[config.mk]
export PLATFORM = sky130hd
export DESIGN_NAME = adc_spi_responder
export DESIGN_NICKNAME = d
export VERILOG_FILES = /design/src/rtl/adc_spi_responder.sv
export SDC_FILE = /design/constraint.sdc
export NUM_CORES = 1
export LEC_CHECK = 0
export BUFFER_PORTS_ARGS = -buffer_cell sky130_fd_sc_hd__buf_2
export CAP_MARGIN = 25
export CORE_MARGIN = 3
export CORE_UTILIZATION = 50
export CTS_BUF_LIST = sky130_fd_sc_hd__clkbuf_4 sky130_fd_sc_hd__clkbuf_8
export DETAILED_ROUTE_END_ITERATION = 10
export PLACE_DENSITY = 0.72
export SYNTH_ARGS = -nofsm -noshare
export SYNTH_HDL_FRONTEND = slang
export SYNTH_SLANG_ARGS = --single-unit
[constraint.sdc]
create_clock -name clk -period 2.1 [get_ports clk]
set_clock_uncertainty 0.15 [all_clocks]
set_input_delay 0.105 -clock clk [delete_from_list [all_inputs] [get_ports clk]]
set_output_delay 0.105 -clock clk [all_outputs]
set_load 0.05 [all_outputs]
[src/rtl/adc_spi_responder.sv]
// SPI responder emulating a 12-bit serial ADC with leading zeros.
// The reading is a saturating register stepped by inc/dec strobes.
module adc_spi_responder #(
    parameter int DATA_BITS   = 12,
    parameter int LEAD_ZEROS  = 4,
    parameter int STEP        = 16,
    parameter int RESET_VALUE = 2048
) (
    input  logic                 clk,
    input  logic                 reset,
    input  logic                 cs_n,
    input  logic                 sclk,
    output logic                 sdata,
    output logic                 sdata_oe,
    input  logic                 inc,
    input  logic                 dec,
    output logic [DATA_BITS-1:0] value,
    output logic                 frame_done
);

    localparam int FRAME = LEAD_ZEROS + DATA_BITS;
    localparam int CW    = $clog2(FRAME);

    localparam logic [DATA_BITS:0]   MAX_W  = {1'b0, {DATA_BITS{1'b1}}};
    localparam logic [DATA_BITS:0]   STEP_W = (DATA_BITS+1)'(STEP);
    localparam logic [DATA_BITS-1:0] STEP_D = DATA_BITS'(STEP);
    localparam logic [CW-1:0]        LAST   = CW'(FRAME - 1);

    typedef enum logic [1:0] {
        IDLE,
        SHIFT,
        DONE
    } state_t;

    state_t               state_q, state_d;
    logic [2:0]           cs_sync_q, cs_sync_d;
    logic [2:0]           sck_sync_q, sck_sync_d;
    logic [DATA_BITS-1:0] value_q, value_d;
    logic [FRAME-1:0]     shift_q, shift_d;
    logic [CW-1:0]        cnt_q, cnt_d;
    logic                 oe_q, oe_d;
    logic                 done_q, done_d;

    logic                 cs_fall, cs_rise, sck_fall;
    logic [DATA_BITS:0]   up_sum;

    // bit 0 first stage, bit 1 synchronized, bit 2 history
    assign cs_sync_d  = {cs_sync_q[1:0], cs_n};
    assign sck_sync_d = {sck_sync_q[1:0], sclk};
    assign cs_fall    = cs_sync_q[2] & ~cs_sync_q[1];
    assign cs_rise    = ~cs_sync_q[2] & cs_sync_q[1];
    assign sck_fall   = sck_sync_q[2] & ~sck_sync_q[1];

    assign up_sum = {1'b0, value_q} + STEP_W;

    always_comb begin
        value_d = value_q;
        if (inc && !dec) begin
            value_d = (up_sum > MAX_W) ? MAX_W[DATA_BITS-1:0]
                                       : up_sum[DATA_BITS-1:0];
        end else if (dec && !inc) begin
            value_d = (value_q < STEP_D) ? '0 : value_q - STEP_D;
        end
    end

    always_comb begin
        state_d = state_q;
        shift_d = shift_q;
        cnt_d   = cnt_q;
        oe_d    = oe_q;
        done_d  = 1'b0;
        if (cs_rise) begin
            // a deselect always wins, even over a coincident sclk fall
            state_d = IDLE;
            shift_d = '0;
            oe_d    = 1'b0;
        end else begin
            case (state_q)
                IDLE: begin
                    oe_d = 1'b0;
                    if (cs_fall) begin
                        shift_d = {{LEAD_ZEROS{1'b0}}, value_q};
                        cnt_d   = '0;
                        oe_d    = 1'b1;
                        state_d = SHIFT;
                    end
                end
                SHIFT: begin
                    if (sck_fall) begin
                        if (cnt_q == LAST) begin
                            shift_d = '0;
                            oe_d    = 1'b0;
                            done_d  = 1'b1;
                            state_d = DONE;
                        end else begin
                            shift_d = {shift_q[FRAME-2:0], 1'b0};
                            cnt_d   = cnt_q + 1'b1;
                        end
                    end
                end
                DONE: begin
                    oe_d = 1'b0;
                end
                default: begin
                    state_d = IDLE;
                    oe_d    = 1'b0;
                end
            endcase
        end
    end

    always_ff @(posedge clk or posedge reset) begin
        if (reset) begin
            state_q    <= IDLE;
            cs_sync_q  <= '1;
            sck_sync_q <= '1;
            value_q    <= DATA_BITS'(RESET_VALUE);
            shift_q    <= '0;
            cnt_q      <= '0;
            oe_q       <= 1'b0;
            done_q     <= 1'b0;
        end else begin
            state_q    <= state_d;
            cs_sync_q  <= cs_sync_d;
            sck_sync_q <= sck_sync_d;
            value_q    <= value_d;
            shift_q    <= shift_d;
            cnt_q      <= cnt_d;
            oe_q       <= oe_d;
            done_q     <= done_d;
        end
    end

    assign sdata      = shift_q[FRAME-1] & oe_q;
    assign sdata_oe   = oe_q;
    assign value      = value_q;
    assign frame_done = done_q;

endmodule
==> results of run 1 <==
-- worst min path at each step --
stage                                        from                      end  slack (ns)
after global routing      sck_sync_q[0]$_DFF_PP1_  sck_sync_q[1]$_DFF_PP1_        0.22
final                                         inc     value[6]$_DFFE_PP0P_        0.20
after global placement                       cs_n   cs_sync_q[0]$_DFF_PP1_        0.06
after detailed placement                     sclk  sck_sync_q[0]$_DFF_PP1_        0.06
after floorplan                              cs_n   cs_sync_q[0]$_DFF_PP1_       -0.04
after CTS                                     inc     value[8]$_DFFE_PP0P_        0.21
-- cell usage in the layout (no fill, tap or decap), drive strengths merged, types with 3 or more instances in the layout --
master,n
a21oi,28
nor4,3
nand3,7
a31oi,3
inv,9
dfrtp,32
nor2,14
dfstp,7
nor3,4
dlygate4sd3,3
nand2b,3
o21ai,31
ha,7
xor2,3
nand4,5
o31ai,5
clkbuf,8
and3,3
nand2,33
buf,50
-- synthesized netlist by cell type (all sizes together) (2+ instances only) --
library cell	n	area (sq um)
nand2	33	124
dfrtp	32	801
o21ai	31	155
a21oi	28	140
nor2	14	52.6
buf	13	81.3
inv	9	33.8
clkbuf	8	31.3
dfstp	7	184
ha	7	87.6
nand3	7	35.0
nand4	5	31.3
o31ai	5	37.5
nor3	4	20.0
a31oi	3	18.8
and3	3	18.8
nand2b	3	18.8
nor4	3	33.8
xor2	3	26.3
a2111oi	2	36.3
a21o	2	15.0
a22o	2	17.5
and2	2	12.5
mux2i	2	20.0
nor2b	2	12.5
or4	2	18.8
-- state kept, by name, indices dropped and copies added, names as in the netlist --
register and flops:
shift_q 16, value 9, cnt_q 4, cs_sync_q 3
sck_sync_q 3, state_q 2, frame_done 1, sdata_oe 1
-- report_power, final --
group          internal, W  switching [W]
Clock             0.000313       0.000256
Sequential        0.000958       0.000228
Combinational     0.000567       0.000918
Total              0.00184        0.00140
-- cells by family (layout without fill, tap and decap cells) --
family	Yosys count	count (layout)	synth area share, %
fa+ha+maj	7	7	3.93
simple gates	83	83	18.8
mux	2	2	0.897
buf+inv	31	71	6.73
compound gates	86	86	23.9
flops	39	39	44.1
xor+xnor	4	4	1.57
-- cell type report --
cell class                 instances  area (sq um)  share of cell area (%)
sequential                        39           988                    36.7
tap                               50          62.6                    2.32
multi-input combinational        182          1140                    42.5
timing repair buffer              53           359                    13.3
clock buffer                       8           104                    3.85
inverter                          10          37.5                    1.39
-- metal layers --
layer  up-vias  part of all wire [%]  GRT usage, %
met3         8                   6.8          4.68
li1        982                     -             -
met1      1023                    45          31.3
met2        74                    47          35.3
met5         -                     0             0
met4         0                   1.3          6.97
-- worst max-delay path, stage by stage, from the launching register on --
cell and delay, ns:
dfstp_2 0.53, inv_1 0.06, ha_4 0.22, nor2b_4 0.13, a2111oi_4 0.40, buf_6 0.18, a21oi_1 0.08, o21ai_1 0.19
-- stage by stage --
step | std cells | setup TNS [ns] | setup slack, ns | power, W | hold WS (ns)
global placement | 328 | 0 | 0.0336 | 0.00256 | 0.0596
finish | 342 | 0 | 0.0784 | 0.00324 | 0.200
CTS | 341 | 0 | 0.0148 | 0.00319 | 0.207
detailed placement | 328 | -0.320 | -0.0814 | 0.00259 | 0.0625
floorplan | 252 | 0 | 0.0176 | 0.00214 | -0.0405
global route | 342 | -0.0527 | -0.0366 | 0.00344 | 0.216
-- repair_timing --
action | in CTS | in global routing
endpoints found under the setup margin | 10 | 17
pin swaps | 7 | 3
hold buffers | 3 | 0
gates cloned | 1 | 0
endpoints found under the hold margin | 34 | 0
buffers inserted | 1 | 1
gates resized for setup | 11 | 11
==> summary.md, run 1 <==
| Metric | Value |
|---|---|
| WL/cell | 16.0 um |
| Post-Synthesis Cell Area | 0.00223 sq mm |
| Number of distinct library cells after synthesis | 53 |
| Worst vdd ir | 0.784 mV |
| Initial antenna violation count | 0 |
| Post-route cell area | 0.00270 sq mm |
| CP Class | flop to flop |
| Die width | 72.8 um |
| Top_reg_cell synth | dfrtp_1 |
| Finished Core Util | 65.1% |
| CORE AREA | 0.00414 sq mm |
| HP Class | input port to flop |
| R2R Path Start | cs_sync_q[1]$_DFF_PP1_ |
| Via count | 2087 |
| Slew margin rel. | 67.6% |
| Area grow syn2layout | 20.9% |
| Worst Setup EP | shift_q[10]$_DFFE_PP0P_ |
| Reg2reg setup slack | 0.08 ns |
| CTS H-tree depth | 2 |
| Worst Path Required | 2.16 ns |
| Worst hold stages | 4 |
| Peak Freq | 495 MHz |
| Worst path arrival time | 2.08 ns |
| Final Hold Fails | 0 |
| Outcome | finished clean |
| Num CTS Buffers | 5 |
| CTS Buffer Depth | 2 |
| Total Routed Length | 5.48 mm |
| Antenna Nets Post-Route | 0 |
| TritonCTS clock tree | done |
| R2R Path End | shift_q[10]$_DFFE_PP0P_ |
| Vias in the first global route | 1900 |
| Pwr dens | 1200 mW/mm^2 |
| Syn Inst Count | 252 |
| Final net count | 304 |
| DP Area | 0.00249 sq mm |
| CP startpoint | cs_sync_q[1]$_DFF_PP1_ |
| Ant diodes | 0 |
| Syn Nets | 265 |
| Number of fillers in the final layout | 371 |
| Synthesized area per cell | 8.85 sq um |
| Clk_lat worst skew | 0.29 ns |
| Yosys warning total | 0 |
| Final Cycle Share | 96.3% |
| Final setup vio count | 0 |
| RePlAce Congestion | 0.920 |
| Die area | 0.00530 sq mm |
| TritonRoute pass-1 iters | 4 |
| Via density | 6.10 |
| CP Launch Type | flop |
| Fin. max-slew vios | 0 |
| PortBufs | 20 |
| Post-synthesis register bit count | 39 |
| Max cap viols | 0 |
| Worst Setup End Kind | flop |
| Cell row count | 23 |
| Final global-route overflow total | 0 |
| Drt initial violations | 137 |
| Initial core utilization | 53.8% |
| Total GRT Usage | 22.5% |
| Pin count of the biggest net entering global routing | 40 |
| Clock tree sinks | 39 |
| Pleak | 1.18 nW |
| Reg2Reg Depth | 7 |
| Crit path max fanout | 5 |
| Worst slew pin tran | 0.486 ns |
| Minimum clock period | 2.02 ns |
| Worst-path clk slew | 0.07 ns |
| DRC | 0 |
| Ys async rst share | 100% |
| Die Y | 72.8 um |
| I/O Pins | 21 |
| Share of cells above drive strength 1 | 27.7% |
| Sequential area share after synthesis | 44.1% |
| Root Buffer | clkbuf_8 |
| Post-synth EDFFs | 0 |
| First-pass GRT wire length | 9.32 mm |
| DPL Wire Length | 3.79 mm |
(Power assumes the default switching activity.)
==> run 2, diff against run 1 <==
--- a/config.mk
+++ b/config.mk
@@ -5,13 +5,15 @@
 export SDC_FILE = /design/constraint.sdc
 export NUM_CORES = 1
 export LEC_CHECK = 0
+export ABC_AREA = 1
 export BUFFER_PORTS_ARGS = -buffer_cell sky130_fd_sc_hd__buf_2
 export CAP_MARGIN = 25
+export CORE_ASPECT_RATIO = 0.7
 export CORE_MARGIN = 3
 export CORE_UTILIZATION = 50
 export CTS_BUF_LIST = sky130_fd_sc_hd__clkbuf_4 sky130_fd_sc_hd__clkbuf_8
 export DETAILED_ROUTE_END_ITERATION = 10
-export PLACE_DENSITY = 0.72
+export PLACE_DENSITY = 0.71
 export SYNTH_ARGS = -nofsm -noshare
 export SYNTH_HDL_FRONTEND = slang
 export SYNTH_SLANG_ARGS = --single-unit
==> constraint.sdc (replaced) <==
create_clock -name clk -period 1.8 [get_ports clk]
set_clock_uncertainty 0.15 [all_clocks]
set_input_delay 0.09 -clock clk [delete_from_list [all_inputs] [get_ports clk]]
set_output_delay 0.09 -clock clk [all_outputs]
set_load 0.05 [all_outputs]
==> run 2 against run 1 <==
Against the previous run:
- the flow now finishes with violations (setup timing)
- combinational power grew 100%
- largest power group unchanged
- clock power grew 9.0%
- power grew 58%
- highest routed layer unchanged
- die area grew 6.0%
- synthesized cell count grew 15%
- area after synthesis grew 6.3%
- register-to-register slack lost 0.10 ns
- non-clock buffer count grew 8
- largest cell class unchanged
- flip-flop and latch count is the same
- critical path depth grew 2
- first-iteration DRC count grew 33%
==> summary.md, run 2 <==
| Metric | Value |
|---|---|
| Outcome | complete, but fails checks |
| Failing checks | setup timing |
| Max reg flops | 16 |
| Worst hold start | inc |
| First-pass GRT wire length | 9.37 mm |
| Cell Chain, Critical Path | inv_2 > ha_4 > nand2_4 > buf_4 > buf_4 > nand2_4 > o21ai_2 > inv_2 > o21ai_2 |
| Worst Path Required | 1.83 ns |
| Share of cells above drive strength 1 | 43.0% |
| Worst vdd ir | 0.805 mV |
| Pwr dens | 1670 mW/mm^2 |
| Initial core utilization | 53.2% |
| Yosys warning total | 0 |
| Post-synthesis adder-cell area fraction | 3.69% |
| Final total power | 0.00511 W |
| Most numerous cell in the Yosys netlist | nand2_1 |
| Final Hold Fails | 0 |
| Ys async rst share | 100% |
| Post-route setup slack | -0.0230 ns |
| Cell row count | 20 |
| Complex-gate fraction of the synthesized area | 21.7% |
| Vias in the first global route | 1945 |
| DP Area | 0.00271 sq mm |
| Initial antenna violation count | 0 |
| Clock tree sinks | 39 |
| Largest family of logic cells by synthesized area | simple AND/OR/NAND/NOR gates |
| RSZ-0062 raised after global routing | true |
| Area grow syn2layout | 28.7% |
| CP Class | flop to flop |
| Minimum clock period | 1.82 ns |
| Via density | 5.32 |
| Final net count | 361 |
| CP Launch Type | flop |
| CP max stage delay | 0.57 ns |
| Top_reg_cell synth | dfrtp_1 |
| TritonCTS clock tree | done |
| Dpl ws | -0.0834 ns |
| DRC | 0 |
| Worst-path clk slew | 0.08 ns |
| CP max stage cell | dfstp_2 |
| Most common cell after layout, fill and taps aside | nand2_1 |
| Most frequent cells in the layout | nand2_1, buf_4, dfrtp_1 |
| CP delay by family, top | flip-flops |
| Root Buffer | clkbuf_8 |
| Peak Freq | 549 MHz |
| HP Class | input port to flop |
| Reg2reg setup slack | -0.02 ns |
| Drt initial violations | 182 |
| Num CTS Buffers | 5 |
| CTS Buffer Depth | 2 |
| Ant diodes | 0 |
| Pleak | 1.46 nW |
| TritonRoute pass-1 iters | 4 |
| Post-Synthesis Cell Area | 0.00237 sq mm |
| Pin count of the biggest net entering global routing | 17 |
| Top cell type by total area after synthesis | dfrtp_1 |
| Syn Nets | 303 |
| Clk_lat worst skew | 0.30 ns |
| Xor-xnor portion of the synthesized cell area | 1.11% |
| Final Cycle Share | 101% |
| RePlAce Congestion | 0.870 |
| Met3 wire len | 391 um |
| Top cells by count, synth | nand2_1, dfrtp_1, inv_1 |
| Worst path arrival time | 1.86 ns |
| Yosys top cell area share | 33.8% |
| Die Y | 63.6 um |
| I/O Pins | 21 |
| Die width | 88.3 um |
| WP buf/inv | 4 |
| R2R Path Start | cs_sync_q[1]$_DFF_PP1_ |
| Antenna Nets Post-Route | 0 |
| Post-Synth Simple-Gate Area | 22.1% |
| DR top layer | met4 |
| Post-route cell area | 0.00305 sq mm |
| Total Routed Length | 5.53 mm |
| Top reg by flops | shift_q |
| Metal2 WL | 2.28 mm |
| CTS H-tree depth | 2 |
| Synth top area cells | dfrtp_1, dfstp_2, nand2_1 |
| Final global-route overflow total | 0 |
| Sequential area share after synthesis | 41.5% |
| DPL Wire Length | 3.91 mm |
| Final setup vio count | 5 |
| Max cap viols | 0 |
| WL/cell | 13.7 um |
| PortBufs | 20 |
| Slew margin rel. | 61.3% |
| CP startpoint | cs_sync_q[1]$_DFF_PP1_ |
| Die area | 0.00562 sq mm |
| Via count | 2148 |
| Post-synth EDFFs | 0 |
| Total GRT Usage | 21.1% |
| Worst Setup End Kind | flop |
| Syn Inst Count | 290 |
| Synthesized area per cell | 8.18 sq um |
| CORE AREA | 0.00445 sq mm |
| Number of distinct library cells after synthesis | 34 |
| Worst slew pin tran | 0.580 ns |
| Mux share of post-synthesis cell area | 0% |
| M1 WL | 2.82 mm |
| Fin. max-slew vios | 0 |
| Crit path max fanout | 5 |
| Final hold slack | 0.124 ns |
| Post-synthesis register bit count | 39 |
run 2: cell count changes after synthesis, sizes merged, moves of 3 or more:
cell	change
nand2b	-3
clkbuf	-5
nor2	+15
inv	+33
a21oi	-3
and3	-3
nand2	+17
nand3	+10
buf	-5
o21ai	+19
nor4	-3
run 2: final cells by class:
class | instances | area [sq um]
fillers | 363 | 1400
multi-input cells | 197 | 1310
flip-flops and latches | 39 | 992
repair buffers | 61 | 419
inverters | 44 | 170
clock buffers | 7 | 83.8
well taps | 55 | 68.8
clock inverters | 1 | 7.51
run 2: path summary, 6_finish.rpt:
check                                          to  depth (start not counted)
min in group asynchronous    value[7]$_DFFE_PP0P_                          3
hold reg to reg            cs_sync_q[1]$_DFF_PP1_                          0
setup reg to reg           shift_q[1]$_DFFE_PP0P_                          9
setup / recovery           shift_q[1]$_DFFE_PP0P_                          9
max in group asynchronous  shift_q[9]$_DFFE_PP0P_                          4
hold / removal               value[2]$_DFFE_PP0P_                          4
run 2: where the power goes:
| group | internal [W] | total (W) | leakage, nW | switching (W) |
|---|---|---|---|---|
| Sequential | 0.00119 | 0.00150 | 0.477 | 0.000314 |
| Clock | 0.000305 | 0.000620 | 0.0453 | 0.000316 |
| Combinational | 0.00111 | 0.00299 | 0.940 | 0.00188 |
| Total | 0.00260 | 0.00511 | 1.46 | 0.00251 |
run 2: logic make-up after synthesis:
group           count (synthesis)
simple gates                  103
flops                          39
buf+inv                        55
compound gates                 83
xor+xnor                        3
fa+ha+maj                       7
run 2: metrics by stage:
| step | cells | TNS, ns | util, % |
|---|---|---|---|
| floorplan | 290 | -0.155 | - |
| global placement | 382 | -0.154 | 60.9 |
| detailed placement | 382 | -0.881 | 60.9 |
| CTS | 397 | 0 | 65.4 |
| global route | 404 | -1.55 | 68.5 |
| finish | 404 | -0.0637 | 68.5 |
run 2: what timing repair did:
item | 4_1_cts | 5_1_grt
setup buffers | 4 | 6
pin swaps | 3 | 5
hold buffers | 3 | 0
endpoints found under the setup margin | 20 | 26
hold endpoints to repair | 10 | 0
gates cloned | 0 | 1
gates resized for setup | 9 | 25
run 2: per-layer routing:
| metal | global-route usage, % | vias to the layer above |
|---|---|---|
| li1 | - | 1069 |
| met5 | 0 | - |
| met4 | 4.34 | 0 |
| met2 | 28.6 | 68 |
| met1 | 33.5 | 1006 |
| met3 | 4.97 | 5 |
run 2: worst min-delay path, cell delays in order:
cell     delay (ns)
buf_2          0.08
ha_1           0.14
buf_4          0.17
o21ai_2        0.06
==> run 3, diff against run 2 <==
--- a/config.mk
+++ b/config.mk
@@ -7,13 +7,12 @@
 export LEC_CHECK = 0
 export ABC_AREA = 1
 export BUFFER_PORTS_ARGS = -buffer_cell sky130_fd_sc_hd__buf_2
-export CAP_MARGIN = 25
 export CORE_ASPECT_RATIO = 0.7
 export CORE_MARGIN = 3
-export CORE_UTILIZATION = 50
+export CORE_UTILIZATION = 55
 export CTS_BUF_LIST = sky130_fd_sc_hd__clkbuf_4 sky130_fd_sc_hd__clkbuf_8
 export DETAILED_ROUTE_END_ITERATION = 10
-export PLACE_DENSITY = 0.71
+export PLACE_DENSITY = 0.77
 export SYNTH_ARGS = -nofsm -noshare
 export SYNTH_HDL_FRONTEND = slang
 export SYNTH_SLANG_ARGS = --single-unit
==> run 3 against run 2 <==
Against the previous run:
- the run still ends with setup timing left
- non-clock buffer count shrank 3
- design area hardly changed
- flip-flop and latch count stayed put
- clock power about the same
- maximum frequency is 1.2% lower
- power up 1.9%
- die area down 8.4%
- combinational power is 3% higher
- sequential share of layout area barely moved
- wire length increased by 12%
- register-to-register slack got worse by 0.02 ns
- critical endpoint is now value[5]$_DFFE_PP0P_
==> summary.md, run 3 (same netlist as run 2, synthesis figures left out) <==
| Metric | Value |
|---|---|
| Outcome | complete, but fails checks |
| Failing checks | setup timing |
| WP buf/inv | 2 |
| Initial antenna violation count | 0 |
| TritonCTS clock tree | done |
| TritonRoute pass-1 iters | 4 |
| CTS H-tree depth | 2 |
| Number of fillers in the final layout | 301 |
| Root Buffer | clkbuf_8 |
| Num CTS Buffers | 5 |
| Cell Chain, Critical Path | inv_2 > ha_4 > inv_2 > nor2_2 > nand2_1 > nor2_1 > nand3_1 > nor2_1 > nand2_1 > nand2_2 > nand2_4 > a21oi_2 |
| Cell row count | 19 |
| Reg area | 991 sq um |
| Die Y | 60.9 um |
| Final global-route overflow total | 0 |
| Reg2Reg Depth | 12 |
| Vias in the first global route | 2051 |
| Clock tree sinks | 39 |
| Pleak | 1.46 nW |
| CP Class | flop to flop |
| CP max stage delay | 0.43 ns |
| Final std cells w/o fill | 397 |
| Area grow syn2layout | 28.6% |
| Antenna Nets Post-Route | 0 |
| RePlAce Congestion | 0.908 |
| Most common cell after layout, fill and taps aside | nand2_1 |
| Critical path depth | 12 |
| I/O Pins | 21 |
| Sum Neg Setup Slack | -0.292 ns |
| Final total power | 0.00520 W |
| Drt initial violations | 209 |
| CP max stage cell | dfrtp_2 |
| Post-route setup slack | -0.0451 ns |
| Crit path max fanout | 6 |
| Fin. max-slew vios | 0 |
| Final Cycle Share | 103% |
| First-pass GRT wire length | 9.82 mm |
| Worst hold stages | 4 |
| Via count | 2201 |
| CP delay by family, top | simple AND/OR/NAND/NOR gates |
| DRC | 0 |
| CP Launch Type | flop |
| Slew margin rel. | 66.7% |
| Worst Path Required | 1.87 ns |
| Worst vdd ir | 1.16 mV |
| WL/cell | 15.5 um |
| Most frequent cells in the layout | nand2_1, buf_4, dfrtp_1 |
| Pwr dens | 1710 mW/mm^2 |
| Placed Instances | 378 |
| Peak Freq | 542 MHz |
| Final net count | 358 |
| Total Routed Length | 6.17 mm |
| Finished Core Util | 75.4% |
| CORE AREA | 0.00404 sq mm |
| Share of cells above drive strength 1 | 43.8% |
| DPL Wire Length | 4.18 mm |
| Worst path arrival time | 1.92 ns |
| Final hold slack | 0.171 ns |
| Initial core utilization | 58.7% |
| Max reg flops | 16 |
| CTS Buffer Depth | 2 |
| Ant diodes | 0 |
| HP Class | input port to flop |
| Final setup vio count | 11 |
| Top reg by flops | shift_q |
| Total GRT Usage | 24.4% |
| Worst slew pin tran | 0.499 ns |
| Die width | 84.5 um |
| Via density | 5.54 |
| RSZ-0062 raised after global routing | true |
| Final Hold Fails | 0 |
| Worst Setup End Kind | flop |
| Clk_lat worst skew | 0.30 ns |
| Pin count of the biggest net entering global routing | 40 |
| PortBufs | 20 |
| Max cap viols | 0 |
| Multi-input logic area | 0.00132 sq mm |
| Worst-path clk slew | 0.07 ns |
| Die area | 0.00515 sq mm |
| Minimum clock period | 1.85 ns |
==> run 3: cell types whose count changed in the layout (fill, tap and decap cells not counted), moves of 2 or more <==
cell,before,now
buf_4,37,33
clkbuf_4,2,0
nor3_1,4,2
nor2_1,20,18
nor2_2,5,7
nor3_2,0,2
==> run 3: power by group <==
| part | internal [W] | switching [W] | total, W |
|---|---|---|---|
| registers | 0.00118 | 0.000327 | 0.00151 |
| clock network | 0.000301 | 0.000318 | 0.000619 |
| logic | 0.00112 | 0.00196 | 0.00307 |
==> run 3: path summary, 6_finish.rpt <==
check / startpoint / endpoint / slack (ns)
max in group asynchronous: reset / value[4]$_DFFE_PP0P_ / 0.82
worst min register to register: cs_sync_q[0]$_DFF_PP1_ / cs_sync_q[1]$_DFF_PP1_ / 0.21
min in group asynchronous: reset / shift_q[11]$_DFFE_PP0P_ / 0.30
worst max register to register: value[5]$_DFFE_PP0P_ / value[5]$_DFFE_PP0P_ / -0.05
worst max-delay path: value[5]$_DFFE_PP0P_ / value[5]$_DFFE_PP0P_ / -0.05
worst min-delay path: inc / value[2]$_DFFE_PP0P_ / 0.17
==> run 3: tightest hold or removal path, stage by stage <==
cell and delay (ns):
buf_2 0.08, ha_1 0.15, buf_4 0.18, o21ai_2 0.07
==> run 3: per-layer routing <==
layer	part of all wire, %	wire, um	global-route usage [%]	up-vias
li1	-	-	-	1061
met2	46	2820	38.5	90
met1	44	2740	34.4	1038
met4	1.6	101	5.64	0
met3	8.3	512	6.24	12
met5	0	0	0	-
==> run 3: layout make-up <==
| class | count | area share [%] |
|---|---|---|
| Clock buffer | 6 | 2.71 |
| Clock inverter | 1 | 0.164 |
| Inverter | 44 | 5.66 |
| Multi-Input combinational cell | 197 | 43.4 |
| Sequential cell | 39 | 32.5 |
| Tap cell | 52 | 2.13 |
| Timing Repair Buffer | 58 | 13.4 |
==> run 3: stage by stage <==
stage	setup WS, ns	cell area, sq um
finish	-0.0451	3050
global route	-0.135	3050
CTS	-0.0251	2960
detailed placement	-0.107	2700
global placement	-0.0359	2700
floorplan	-0.0273	2400
==> run 3: timing repair <==
item / 4_1_cts / 5_1_grt
gates resized for setup: 15 / 24
hold endpoints to repair: 34 / 0
pin swaps: 7 / 10
hold buffers: 3 / 0
setup buffers: 7 / 1
endpoints found under the setup margin: 20 / 27
cloned: 1 / 0
